`config.mk`:
```
export PLATFORM = sky130hd
export DESIGN_NAME = hb_detect
export DESIGN_NICKNAME = d
export VERILOG_FILES = /design/src/rtl/hb_detect.sv
export SDC_FILE = /design/constraint.sdc
export NUM_CORES = 1
export LEC_CHECK = 0
export CAP_MARGIN = 20
export CORE_UTILIZATION = 35
export CTS_BUF_LIST = sky130_fd_sc_hd__clkbuf_2 sky130_fd_sc_hd__clkbuf_4 sky130_fd_sc_hd__clkbuf_8
export DETAILED_ROUTE_END_ITERATION = 6
export PLACE_DENSITY = 0.59
export SYNTH_ARGS = -nofsm -noshare
export SYNTH_HDL_FRONTEND = slang
export SYNTH_SLANG_ARGS = --single-unit
```
`constraint.sdc`:
```
create_clock -name clock -period 6.4 [get_ports clock]
set_input_delay 0.64 -clock clock [delete_from_list [all_inputs] [get_ports clock]]
set_output_delay 0.64 -clock clock [all_outputs]
set_load 0.1 [all_outputs]
```
`src/rtl/hb_detect.sv`:
```
// rtl/hb_detect.sv - ECG heartbeat detector with adaptive threshold and RR interval
module hb_detect #(
  parameter logic [11:0] THRESH_MIN = 12'd1024,
  parameter logic [11:0] HYST       = 12'd64,
  parameter logic [8:0]  REFRACTORY = 9'd100,
  parameter logic [7:0]  MAX_TRACK  = 8'd40,
  parameter logic [11:0] AVG_INIT   = 12'd2048
) (
  input  logic        clock,
  input  logic        reset_n,
  input  logic        sample_valid,
  input  logic [11:0] sample,
  output logic        heartbeat_detect,
  output logic [15:0] rr_interval,
  output logic        rr_valid,
  output logic [11:0] threshold,
  output logic [15:0] beat_count
);

  typedef enum logic [1:0] {
    ARMED   = 2'd0,
    TRACK   = 2'd1,
    REFRACT = 2'd2
  } state_t;

  state_t      state_q, state_d;
  logic [11:0] avg_q;
  logic [11:0] peak_q, peak_d;
  logic [7:0]  track_cnt_q, track_cnt_d;
  logic [8:0]  refr_cnt_q, refr_cnt_d;
  logic [15:0] since_cnt_q;
  logic        first_q;
  logic        beat;

  logic [13:0] thr_sum;
  logic [12:0] avg_sum;
  logic [11:0] avg_next;
  logic [15:0] since_inc;
  logic [7:0]  track_cnt_inc;
  logic        fall_hit;

  // Threshold is 3/4 of the running peak average, floored at THRESH_MIN.
  assign thr_sum   = {3'b000, avg_q[11:1]} + {4'b0000, avg_q[11:2]};
  assign threshold = (thr_sum[13:12] != 2'b00) ? 12'hFFF :
                     (thr_sum[11:0] > THRESH_MIN) ? thr_sum[11:0] : THRESH_MIN;

  // Average moves 1/8 of the way towards the peak that just produced a beat.
  assign avg_sum  = {1'b0, avg_q} - {4'b0000, avg_q[11:3]} + {4'b0000, peak_d[11:3]};
  assign avg_next = avg_sum[12] ? 12'hFFF : avg_sum[11:0];

  assign since_inc     = (since_cnt_q == 16'hFFFF) ? 16'hFFFF : since_cnt_q + 16'd1;
  assign track_cnt_inc = track_cnt_q + 8'd1;
  // A confirmed fall needs the peak to be at least HYST so the subtraction cannot wrap.
  assign fall_hit      = (peak_q >= HYST) && (sample < (peak_q - HYST));

  // Next-state and beat decision, evaluated only for qualified samples.
  always_comb begin
    state_d     = state_q;
    peak_d      = peak_q;
    track_cnt_d = track_cnt_q;
    refr_cnt_d  = refr_cnt_q;
    beat        = 1'b0;
    if (sample_valid) begin
      case (state_q)
        ARMED: begin
          if (sample > threshold) begin
            state_d     = TRACK;
            peak_d      = sample;
            track_cnt_d = 8'd1;
          end
        end
        TRACK: begin
          if (sample >= peak_q) peak_d = sample;
          track_cnt_d = track_cnt_inc;
          if (fall_hit || (track_cnt_inc >= MAX_TRACK)) begin
            beat       = 1'b1;
            state_d    = REFRACT;
            refr_cnt_d = REFRACTORY;
          end
        end
        REFRACT: begin
          if (refr_cnt_q <= 9'd1) begin
            state_d    = ARMED;
            refr_cnt_d = 9'd0;
          end else begin
            refr_cnt_d = refr_cnt_q - 9'd1;
          end
        end
        default: state_d = ARMED;
      endcase
    end
  end

  // State, tracking counters, running average and registered beat outputs.
  always_ff @(posedge clock or negedge reset_n) begin
    if (!reset_n) begin
      state_q          <= ARMED;
      avg_q            <= AVG_INIT;
      peak_q           <= 12'd0;
      track_cnt_q      <= 8'd0;
      refr_cnt_q       <= 9'd0;
      since_cnt_q      <= 16'd0;
      first_q          <= 1'b1;
      heartbeat_detect <= 1'b0;
      rr_valid         <= 1'b0;
      rr_interval      <= 16'd0;
      beat_count       <= 16'd0;
    end else begin
      heartbeat_detect <= beat;
      rr_valid         <= beat && !first_q;
      state_q          <= state_d;
      peak_q           <= peak_d;
      track_cnt_q      <= track_cnt_d;
      refr_cnt_q       <= refr_cnt_d;
      if (sample_valid) begin
        since_cnt_q <= beat ? 16'd0 : since_inc;
      end
      if (beat) begin
        avg_q      <= avg_next;
        beat_count <= beat_count + 16'd1;
        first_q    <= 1'b0;
        // The first beat has no predecessor, so there is no interval to report.
        if (!first_q) rr_interval <= since_inc;
      end
    end
  end

endmodule

```
; ---- After elaboration in Yosys (flattened, before gate mapping)
; Index checks and enable logic that the tools add are counted.
[word_totals]
romBits = 0
inputBits = 15
latch_bits = 0
regBits = 94
n_memories = 0
ram_bits = 0
[classes]
div = 0
addsub = 8
n_bitwise = 1
reduce_logical = 13
mux = 21
n_eq_ne = 7
order_cmp = 7
mul = 0
n_shift = 0
[op_table]
columns = cell, n
row1 = $mux 12, 6
row2 = $add 16x1->16 const B, 2
row3 = $mux 16, 2
row4 = $pmux 12 s2, 1
row5 = $mux 9, 2
row6 = $pmux 9 s2, 1
row7 = $eq 16x16->1 const B, 1
row8 = $pmux 8 s2, 1
row9 = $add 13x9->13, 1
row10 = $sub 12x9->13, 1
row11 = $add 11x10->12, 1
row12 = $ge 12x12->1, 1
row13 = $ge 12x7->1 const B, 1
row14 = $gt 12x11->1 const B, 1
row15 = $gt 12x12->1, 1
row16 = $lt 12x12->1, 1
row17 = $sub 12x7->12 const B, 1
row18 = $le 9x1->1 const B, 1
row19 = $sub 9x1->9 const B, 1
row20 = $add 8x1->8 const B, 1
row21 = $ge 8x6->1 const B, 1
row22 = $mux 8, 1
row23 = $ne 2x2->1 const B, 4
row24 = $reduce_and 4->1, 2
row25 = other kinds (14), 21

; ---- Logic depth before layout (Yosys ltp)
; Gate-level depths: netlist of the first run.
[logic_depth]
ltp_word = 10
mapped_depth = 33
ltp_nobuf = 29

; ---- Worst setup path after synthesis of the first run
; OpenSTA, ideal clock, no wires.
[synth_path]
path_kind = register to register
startpoint = reg avg_q[2]
endpoint = reg avg_q[10]
t_arrival_ps = 8488
synth_period_minus_slack_ps = 8609
setup_time_ps = 121
stages_incl_launch_ff = 31
path_buffers = 3
slack_ps = -2209
t_required_ps = 6279
path_cell_list = dfrtp_1 > ha_1 > inv_1 > fa_1 > nor2b_1 > o21a_1 > o21ai_0 > a21oi_1 > mux2_2 > o21ai_0 > inv_1 > ha_1 > nand4_1 > nand2b_1 > and3_1 > a221o_1 > o21bai_1 > buf_2 > buf_2 > mux2i_1 > fa_1 > inv_1 > fa_1 > a211oi_1 > o21ai_0 > a311o_1 > a21oi_1 > xnor2_1 > nand2_1 > buf_2 > o22a_1
[synth_via]
elab_chain_len = 10
word_cells_on_any_way = 11
cone_classes = 3 x add/sub / 2 x order compare / 6 x mux
[synth_lines]
columns = element, line
row1 = from (decl), 27  ; logic [11:0] avg_q;
row2 = from (signal assigned), 119  ; avg_q <= avg_next;
row3 = $add 11x10->12 *, 43  ; assign thr_sum = {3'b000, avg_q[11:1]} + {4'b0000, avg_q[11:2]};
row4 = $gt 12x11->1, 45  ; (thr_sum[11:0] > THRESH_MIN) ? thr_sum[11:0] : THRESH_MIN;
row5 = $mux 12 *, 45
row6 = $mux 12 *, 44  ; assign threshold = (thr_sum[13:12] != 2'b00) ? 12'hFFF :
row7 = named net threshold[10], 16  ; output logic [11:0] threshold,
row8 = $gt 12x12->1 *, 66  ; if (sample > threshold) begin
row9 = $mux 12 *, 66
row10 = $pmux 12 s2 *, 64  ; case (state_q)
row11 = $mux 12 *, 63  ; if (sample_valid) begin
row12 = $add 13x9->13 *, 48  ; assign avg_sum = {1'b0, avg_q} - {4'b0000, avg_q[11:3]} + {4'b0000, peak_d[11:3]};
row13 = $mux 12 *, 49  ; assign avg_next = avg_sum[12] ? 12'hFFF : avg_sum[11:0];
; Mark *: on every way through the listed nets, which the timed path passes. The rest lies on a longest branch. The select of a mux whose other input is x is not followed.
; A chain may end at the register's enable or synchronous reset.

; ---- Worst setup path after layout of the first run
[layout_path]
startpoint = reg avg_q[2]
endpoint = reg avg_q[1]
[layout_via]
elab_chain_len = 10
word_cells_on_any_way = 11
cone_classes = 3 x add/sub / 2 x order compare / 6 x mux
[layout_lines]
columns = element, line
row1 = $add 11x10->12 *, 43
row2 = $gt 12x11->1, 45
row3 = $mux 12 *, 45
row4 = $mux 12 *, 44
row5 = $gt 12x12->1 *, 66
row6 = $mux 12 *, 66
row7 = $pmux 12 s2 *, 64
row8 = $mux 12 *, 63
row9 = named net peak_d[11], 28  ; logic [11:0] peak_q, peak_d;
row10 = $add 13x9->13 *, 48
row11 = $mux 12 *, 49
; Marks and branches as above.

==> impl_summary.md, run 1 <==
Critical path
The kind of start point of the critical path is a register. By instance count, the cell type seen most on the critical path is sky130_fd_sc_hd__a21oi_2. For the worst setup path, the data arrival time is 6530 ps.

The capturing element type of the critical path is a register. The critical-path cell with the highest stage delay is sky130_fd_sc_hd__dfrtp_1. The total buffers and inverters traversed by the critical path is 4. The data required time at the worst endpoint is between 6000 and 7000 ps. The highest fanout seen on the critical path is 6. The delay of the slowest cell on the worst path is 390 ps. The largest delay contributor family on the critical path is compound AO/OA/AOI/OAI gates. The start-to-end type of the worst setup path is register to register.

CTS
The clock slew seen by the registers of the worst setup and hold paths is roughly 100 ps. The clock root buffer is sky130_fd_sc_hd__clkbuf_8. TritonCTS built the clock tree. The clock latency reported for the late side of the worst-skew pair is ~380 ps. The number of clock sinks seen by CTS is 94. The total CTS buffers is 9.

The number of hold buffers added after CTS was 0. The deepest level of the CTS H-tree is 3. The clock passes through at most 2 buffers.

Logic synthesis
The number of enable-type register cells in the synthesized netlist is 0. After synthesis, the netlist uses 63 different library cells. Dividing the synthesized area by the synthesized cell count gives just under 10 sq um. The post-synthesis sequential area ratio is 35.2%. The dominant register cell in the synthesized netlist is sky130_fd_sc_hd__dfrtp_1. The post-synthesis async set-or-reset flop share is 100%. The cell count after synthesis is 693. In this run the cell area of the synthesized design comes to around 6700 sq um. The number of warning messages in the yosys log is 0. Synthesis inferred 94 register bits.

When the netlist entered floorplanning its net count stood at between 700 and 800.

Hold path
The tightest min-delay check is of the input port to asynchronous set/reset pin type.

Job
The number of violations of the max-capacitance limit is 0.

Floorplanning
Once the floorplan was initialized, standard cells occupied 35.8% of the core. The die area is roughly 20000 sq um. The die extent in x is between 100 and 150 um. The total core area is approximately 19000 sq um. The die outline height is about 140 um. The count of boundary I/O pins is 61. The number of placement rows is 50.

STA
The post-layout minimum cycle time is around 6300 ps. The final number of hold-violating endpoints is 0. The count of pins over their slew limit is 0. Derived from the worst setup path, the maximum achievable clock frequency is about 160 MHz. The headroom to the max-slew limit is about 32%. For the final database, setup skew stands at around 13 ps. Setup repair after global routing could not meet its margin everywhere. Setup violations remaining at the end of the flow were counted as 0. At the pin with the least slew margin, the transition time is about 1000 ps.

The worst path uses a little over nine tenths of the clock period.

Global routing
The via count of the first global-routing pass is 5285. The number of antenna violations at the first check in global routing was 0. The aggregate global routing overflow is 0. The wire length of the first global-routing pass is around 27000 um. The global-route usage over all layers is between 10% and 20%. Entering global routing, the biggest net connects 53 pins.

Detailed routing
The final routed wire length divided by cell count is between 10 and 15 um. Before antenna repair, the detailed router went through 4 iterations. The via-per-instance ratio is between 5 and 6. After the first detailed-routing iteration, the DRC count stood at about 210. The final layout contains routed wiring with a total length of approximately 16000 um.

The count of nets left with antenna violations after detail routing is 0. The number of remaining DRC errors is 0. For this block, the via count after detailed routing is around 5500.

Layout
The fraction of layout cells with a size suffix above 1 is 21.8%. The post-route core utilization is 45.2%. The area overhead of the layout relative to synthesis is 26.2%.

At the end of the flow, the number of nets in the layout was between 800 and 900. The number of inserted diodes is 0.

Placement
Detailed placement ended at an HPWL of between 10000 and 15000 um. In this run the tool buffered the top-level ports with 60 buffer cells. The routability congestion estimate is 0.833.

Run status
The run finished with clean final reports.
## worst register-to-register path, delay by kind of cell, from the launching register on
family / cells / cell delay [ps]
simple gates: 6 / 770
fa+ha+maj: 5 / 1510
xor+xnor: 1 / 120
mux: 2 / 650
flops: 1 / 390
buf+inv: 4 / 490
compound gates: 12 / 2220
## state kept, by name, summed over array words and instances (netlist names)
name and flops:
heartbeat_detect 1, rr_interval 16, first_q 1, beat_count 16, rr_valid 1, peak_q 12, state_q 2, avg_q 12
track_cnt_q 8, refr_cnt_q 9, since_cnt_q 16
## layout by cell type (no fill, tap or decap), types with 5 or more instances in the layout
master                            count
sky130_fd_sc_hd__o22ai_1              8
sky130_fd_sc_hd__a21oi_2              6
sky130_fd_sc_hd__xor2_1               6
sky130_fd_sc_hd__ha_1                54
sky130_fd_sc_hd__inv_1               42
sky130_fd_sc_hd__nand2_1             34
sky130_fd_sc_hd__ha_4                 6
sky130_fd_sc_hd__mux2i_1              6
sky130_fd_sc_hd__and3_1              18
sky130_fd_sc_hd__a31oi_1              5
sky130_fd_sc_hd__nand4_1             15
sky130_fd_sc_hd__o22a_1              12
sky130_fd_sc_hd__and4_1               6
sky130_fd_sc_hd__nand3_1             29
sky130_fd_sc_hd__fa_1                 8
sky130_fd_sc_hd__xnor2_1             41
sky130_fd_sc_hd__mux2_2              22
sky130_fd_sc_hd__mux2_4              10
sky130_fd_sc_hd__dfrtp_1             91
sky130_fd_sc_hd__clkdlybuf4s50_1     59
sky130_fd_sc_hd__a21o_1              15
sky130_fd_sc_hd__nor3_1              14
sky130_fd_sc_hd__a21oi_1             27
sky130_fd_sc_hd__o21ai_0             30
sky130_fd_sc_hd__buf_4               66
sky130_fd_sc_hd__clkbuf_8             9
sky130_fd_sc_hd__nor2b_1             16
sky130_fd_sc_hd__nor2_1              32
sky130_fd_sc_hd__nand2b_1             9
## Yosys cell counts (12+ instances only)
library cell,n,share of area (%)
sky130_fd_sc_hd__mux2_2,23,3.9
sky130_fd_sc_hd__o21ai_0,38,2.8
sky130_fd_sc_hd__inv_1,46,2.6
sky130_fd_sc_hd__nand3_1,29,2.2
sky130_fd_sc_hd__nand4_1,15,1.4
sky130_fd_sc_hd__and3_1,19,1.8
sky130_fd_sc_hd__nor3_1,16,1.2
sky130_fd_sc_hd__ha_1,63,12
sky130_fd_sc_hd__dfrtp_1,92,34
sky130_fd_sc_hd__a21o_1,15,1.7
sky130_fd_sc_hd__nor2b_1,18,1.7
sky130_fd_sc_hd__o22a_1,12,1.6
sky130_fd_sc_hd__clkbuf_1,12,0.67
sky130_fd_sc_hd__xnor2_1,41,5.4
sky130_fd_sc_hd__nor2_1,34,1.9
sky130_fd_sc_hd__a21oi_1,33,2.5
sky130_fd_sc_hd__nand2_1,36,2.0
## worst paths after layout
path | start | to | slack, ps | cells after the start
worst max register to register | avg_q[2] | avg_q[1] | 130 | 30
max in group asynchronous | reset_n | avg_q[6] | 5050 | 2
min in group clock | beat_count[15] | beat_count[15] | 480 | 1
worst max-delay path | avg_q[2] | avg_q[1] | 130 | 30
worst min register to register | beat_count[15] | beat_count[15] | 480 | 1
worst min-delay path | reset_n | rr_interval[13] | 260 | 1
## through the flow
step                      hold slack, ps  setup slack [ps]  area [sq um]  std cells  TNS [ps]
final                                262               132          8460       1047         0
after global routing                 304              -228          8460       1047     -2530
after CTS                            276             -36.2          8360       1045      -338
after detailed placement             473              -225          7950       1014     -2540
after global placement               469             -38.4          7950       1014      -409
after floorplan                      344              -113          6810        693     -1060
## per-layer routing
layer  wire (um)  vias to the layer above  global-route usage, %  part of all wire [%]
li1            -                     2726                      -                     -
met1        7890                     2651                   24.0                    50
met2        7220                       59                   26.1                    46
met3         307                       17                   1.85                   2.0
met4         279                        0                   6.19                   1.8
met5           0                        -                      0                     0
## layout make-up
cell class / count / area, sq um
Sequential cell: 94 / 2360
Clock inverter: 6 / 68.8
Tap cell: 234 / 293
Inverter: 47 / 180
Multi-Input combinational cell: 527 / 4300
Clock buffer: 10 / 131
Fill cell: 1763 / 10200
Timing Repair Buffer: 129 / 1130
## logic make-up after synthesis
family                   share of synthesized area, %
AND/OR/NAND/NOR                                  17.0
AO/OA/AOI/OAI                                    15.3
flip-flops                                       35.2
adder cells (fa/ha/maj)                          14.8
buffers and inverters                            4.56
XOR/XNOR                                         6.15
multiplexers                                     7.08
## repair_timing
action / CTS / global route
resized for setup: 28 / 17
pin swaps: 34 / 21
endpoints found under the setup margin: 12 / 12
buffers inserted: 15 / 2
Power of run 1 is not shown: default switching activity piles up to over one toggle a cycle in this logic, so the estimate is an artifact.
==> run 2, diff against run 1 <==
- SKIP_LAST_GASP: default -> 1
==> results of run 2 <==
Final layout, timing and power as in run 1 (identical DEF).
Power of run 2 is left out for the same reason.
